<file path="config.mk">
export PLATFORM = sky130hd
export DESIGN_NAME = ifu_fetch
export DESIGN_NICKNAME = d
export VERILOG_FILES = /design/src/rtl/ifu_fetch.sv
export SDC_FILE = /design/constraint.sdc
export NUM_CORES = 1
export LEC_CHECK = 0
export ABC_AREA = 0
export BUFFER_PORTS_ARGS = -buffer_cell sky130_fd_sc_hd__buf_2
export CORE_MARGIN = 8
export CORE_UTILIZATION = 40
export DETAILED_ROUTE_END_ITERATION = 10
export GPL_TIMING_DRIVEN = 0
export PLACE_DENSITY = 0.71
export SYNTH_ARGS = -nofsm -noshare
export SYNTH_HDL_FRONTEND = slang
export SYNTH_SLANG_ARGS = --single-unit
</file>
<file path="constraint.sdc">
create_clock -name CLK -period 3.7 [get_ports CLK]
set_input_delay 0.74 -clock CLK [delete_from_list [all_inputs] [get_ports CLK]]
set_output_delay 0.74 -clock CLK [all_outputs]
set_load 0.05 [all_outputs]
</file>
<file path="src/rtl/ifu_fetch.sv">
// ifu_fetch: RV32I fetch stage; holds the PC, reads instruction memory over req/ack, hands words to control.
// Ports: CLK/RST (sync, active-high); PC_CLK/NEXT_PC advance request and target from control;
// IMEM_ADDR/IMEM_REQ/IMEM_ACK/IMEM_RDATA memory handshake; MEM_INST/INST_ENB/PC_ADDR instruction out;
// FETCH_BUSY/FETCH_FAULT/FAULT_CAUSE status. Optional request timeout via `define IFU_TIMEOUT_EN.
module ifu_fetch #(
  parameter logic [31:0] RESET_PC = 32'h0000_0000,
  parameter int TIMEOUT_CYCLES = 255
) (
  input  logic        CLK,
  input  logic        RST,
  input  logic        PC_CLK,
  input  logic [31:0] NEXT_PC,
  output logic [31:0] IMEM_ADDR,
  output logic        IMEM_REQ,
  input  logic        IMEM_ACK,
  input  logic [31:0] IMEM_RDATA,
  output logic [31:0] MEM_INST,
  output logic        INST_ENB,
  output logic [31:0] PC_ADDR,
  output logic        FETCH_BUSY,
  output logic        FETCH_FAULT,
  output logic [1:0]  FAULT_CAUSE
);
  typedef enum logic [1:0] {REQ, HOLD, FAULT} state_t;
  state_t state, next_state;
  logic [31:0] pc;
  logic pc_clk_q, rise, ack, jump, misalign, timeout;
  assign IMEM_ADDR = pc;
  assign FETCH_BUSY = state == REQ;
`ifdef IFU_TIMEOUT_EN
  logic [15:0] cnt;
  // Count outstanding-request cycles; fault on the cycle that would make TIMEOUT_CYCLES of them.
  assign timeout = state == REQ && IMEM_REQ && !IMEM_ACK && cnt == 16'(TIMEOUT_CYCLES - 1);
  always_ff @(posedge CLK)
    if (RST || !IMEM_REQ) cnt <= '0;
    else if (!IMEM_ACK) cnt <= cnt + 16'd1;
`else
  assign timeout = 1'b0;
`endif
  always_comb begin
    rise = PC_CLK && !pc_clk_q;
    ack = state == REQ && IMEM_REQ && IMEM_ACK;
    jump = state == HOLD && rise && NEXT_PC[1:0] == 2'b00;
    misalign = state == HOLD && rise && NEXT_PC[1:0] != 2'b00;
    next_state = state == REQ ? (ack ? HOLD : timeout ? FAULT : REQ) :
                 state == HOLD ? (jump ? REQ : misalign ? FAULT : HOLD) : FAULT;
  end
  always_ff @(posedge CLK)
    if (RST) begin
      state <= REQ;
      pc <= RESET_PC & ~32'h3;
      PC_ADDR <= RESET_PC & ~32'h3;
      MEM_INST <= 32'h0000_0013;
      INST_ENB <= 1'b0;
      IMEM_REQ <= 1'b0;
      FETCH_FAULT <= 1'b0;
      FAULT_CAUSE <= 2'b00;
      pc_clk_q <= 1'b1;
    end else begin
      state <= next_state;
      pc_clk_q <= PC_CLK;
      INST_ENB <= ack;
      // REQ entered from reset has no request yet; raise it on the first free edge.
      IMEM_REQ <= (state == REQ && !ack && !timeout) || jump;
      if (ack) begin
        MEM_INST <= IMEM_RDATA;
        PC_ADDR <= pc;
      end
      if (jump) pc <= NEXT_PC;
      if (misalign || timeout) begin
        FETCH_FAULT <= 1'b1;
        FAULT_CAUSE <= misalign ? 2'b01 : 2'b10;
      end
    end
endmodule

</file>
==> results.md <==
- Setup Skew: ~0.016 ns
- Cells after Synth: 438
- Vias in the first global route: 3,589
- Most common cell after layout, fill and taps aside: buf_2
- Port bufs: 167
- Fillers: 935
- Row Count: 36
- Largest net degree at the start of global routing: 18
- Met1 usage: 0.185
- DRC: 0
- Die Height: 114 um
- F_max: 0.540 GHz
- Cells along the critical path: buf_4 -> buf_2
- Register area share after synthesis: 0.528
- # nets final: 684
- Full die area: 13,100 um2
- Worst slew pin tran: 0.510 ns
- Final TNS setup: 0 ns
- Netlist Area Pre-Place: between 3000 and 4000 um2
- CTS Root Cell: clkbuf_8
- DR iter-0 viols: 146
- Total number of vias: 3,529
- Hpwl dp: 8490 um
- Met3 usage: 0.0475
- First-pass GRT wire length: 17,200 um
- Hold Path Class: reg2reg
- Reg2Reg Setup Slack: 2.21 ns
- Register bit count reported by yosys: 102
- Number of vias per cell: between 4 and 5
- Clk slew on worst S/H paths: 0.10 ns
- Critical Path RT: approximately 3.0 ns
- Ports: between 150 and 200
- Unrepaired setup endpoints after global routing: no
- Drt pass-1 iters: 4
- Period Utilization, post-route: 0.500
- Max_cap viols: 0
- Final hold slack: ~0.46 ns
- Post-synthesis average cell area: 8.83 um2
- Max incr delay on CP: 0.39 ns
- Final Wtd Congestion: 0.798
- CP Class: reg2out
- CP max FO: 3
- Starting Density: 0.403
- Max_slew headroom: 0.660
- Yosys warning count: 0
- Setup violators final: 0
- Wire length per cell: approximately 15 um
- Ant diodes: 0
- Mapped Nets: between 500 and 600
- Commonest non-fill, non-tap cells in the layout: buf_2 (182), nand2_1 (128), dfxtp_1 (102)
- Hold-fix buffers, CTS: 0
- Final core utilization: 0.528
- Min cycle time layout: 1.85 ns
- Initial antenna violation count: 1
- CTS tree: done
- Max-slew violations: 0
- Clock sinks: 102
- Final ANT Viol Nets: 0
- Gr ovfl total: 0
- Crit end category: primary output
- Die width: 114 um
- Worst skew pair latency: 0.35 ns
- Post-CTS Resized: 0
- Busiest grt layer: met2
- Peak supply drop: 233 uV
- Synth cell types: 23
- Crit path max-delay cell type: dfxtp_1
- Fin. Hold Viols: 0
- Outcome: complete, no violations
- Pwr Density: 414 nW/um2
- Leak: 2.22 nW
- WL final: 10,900 um
- Htree depth: 3
- Layout cell share with drive strength beyond 1: 0.337
- CTS max path bufs: 2
- Synthesis-to-finish area growth: 31.0%
- GR Layer Usage met2: 0.284
- Core area: roughly 9600 um2
- Worst Setup Start Kind: register
- Post-CTS Setup Bufs: 0
- Num CTS Buffers: 9
- Arrival @ worst endpoint: 1.11 ns
- GRT Total Usage: 0.163
## per-stage QoR
stage	worst slack (ns)	instance area [um2]	instances	total power, mW
after detailed placement	1.81	4870	738	1.42
after global placement	1.85	4870	738	1.42
after floorplan	1.97	3870	438	1.33
final	1.85	5070	754	2.10
after CTS	1.82	5070	754	2.12
after global routing	1.78	5070	754	2.19
## sequential cells by signal, indices dropped and copies added, names as in the netlist
signal       count
MEM_INST        32
IMEM_ADDR       32
IMEM_REQ         1
pc_clk_q         1
state            2
PC_ADDR         32
FAULT_CAUSE      1
INST_ENB         1
## cells by family (layout without fill, tap and decap cells)
family | Yosys count | count (layout) | synth area share
AO/OA/AOI/OAI | 67 | 67 | 0.0886
multiplexers | 30 | 30 | 0.0776
other | 1 | 1 | 0.000969
flip-flops | 102 | 102 | 0.528
buffers and inverters | 36 | 219 | 0.0524
AND/OR/NAND/NOR | 202 | 202 | 0.253
## synthesized netlist by cell type
| cell type | number | share of area |
|---|---|---|
| nor3b_2 | 3 | 0.0097 |
| inv_1 | 2 | 0.0019 |
| conb_1 | 1 | 0.00097 |
| or2_2 | 1 | 0.0016 |
| nand2b_1 | 61 | 0.099 |
| a21oi_1 | 64 | 0.083 |
| buf_6 | 1 | 0.0029 |
| o21ai_0 | 1 | 0.0013 |
| nand4bb_1 | 1 | 0.0029 |
| nor2_1 | 2 | 0.0019 |
| mux2i_1 | 30 | 0.078 |
| buf_8 | 3 | 0.012 |
| a211oi_1 | 1 | 0.0019 |
| clkbuf_1 | 13 | 0.013 |
| buf_4 | 2 | 0.0039 |
| buf_2 | 15 | 0.019 |
| nand2_1 | 128 | 0.12 |
| nand3_1 | 1 | 0.0013 |
| nand3b_1 | 3 | 0.0058 |
| dfxtp_1 | 102 | 0.53 |
| and4bb_2 | 1 | 0.0032 |
| and4bb_1 | 1 | 0.0032 |
| o21ba_2 | 1 | 0.0026 |
## worst max-delay path, delay by kind of cell, from the launching register on
family	cells	cell delay [ns]
flip-flops	1	0.39
buffers and inverters	2	0.37
## final timing paths
| check | end | start | cells after the start |
|---|---|---|---|
| setup / recovery | FAULT_CAUSE[0] | FAULT_CAUSE[0]$_SDFFE_PP0P_ | 2 |
| hold / removal | MEM_INST[30]$_SDFFE_PP0P_ | MEM_INST[30]$_SDFFE_PP0P_ | 2 |
| setup reg to reg | PC_ADDR[19]$_SDFFE_PP0P_ | state[1]$_SDFF_PP0_ | 5 |
| hold reg to reg | MEM_INST[30]$_SDFFE_PP0P_ | MEM_INST[30]$_SDFFE_PP0P_ | 2 |
## per-layer routing
layer	routed length [um]	part of all wire
met1	4690	0.43
met2	5350	0.49
met3	785	0.072
met4	111	0.010
met5	10	0.00091
## area by class of cell
type,count,area [um2],share of cell area
inverters,2,7.51,0.00148
plain buffers,34,195,0.0385
clock buffers,10,128,0.0252
clock inverters,6,68.8,0.0136
multi-input cells,300,1620,0.320
well taps,133,166,0.0328
flip-flops and latches,102,2040,0.403
repair buffers,167,836,0.165
## power by group
| part | internal (mW) | switching [mW] |
|---|---|---|
| registers | 1.12 | 0.0128 |
| clock network | 0.319 | 0.384 |
| logic | 0.0833 | 0.179 |
(Power assumes the default switching activity.)
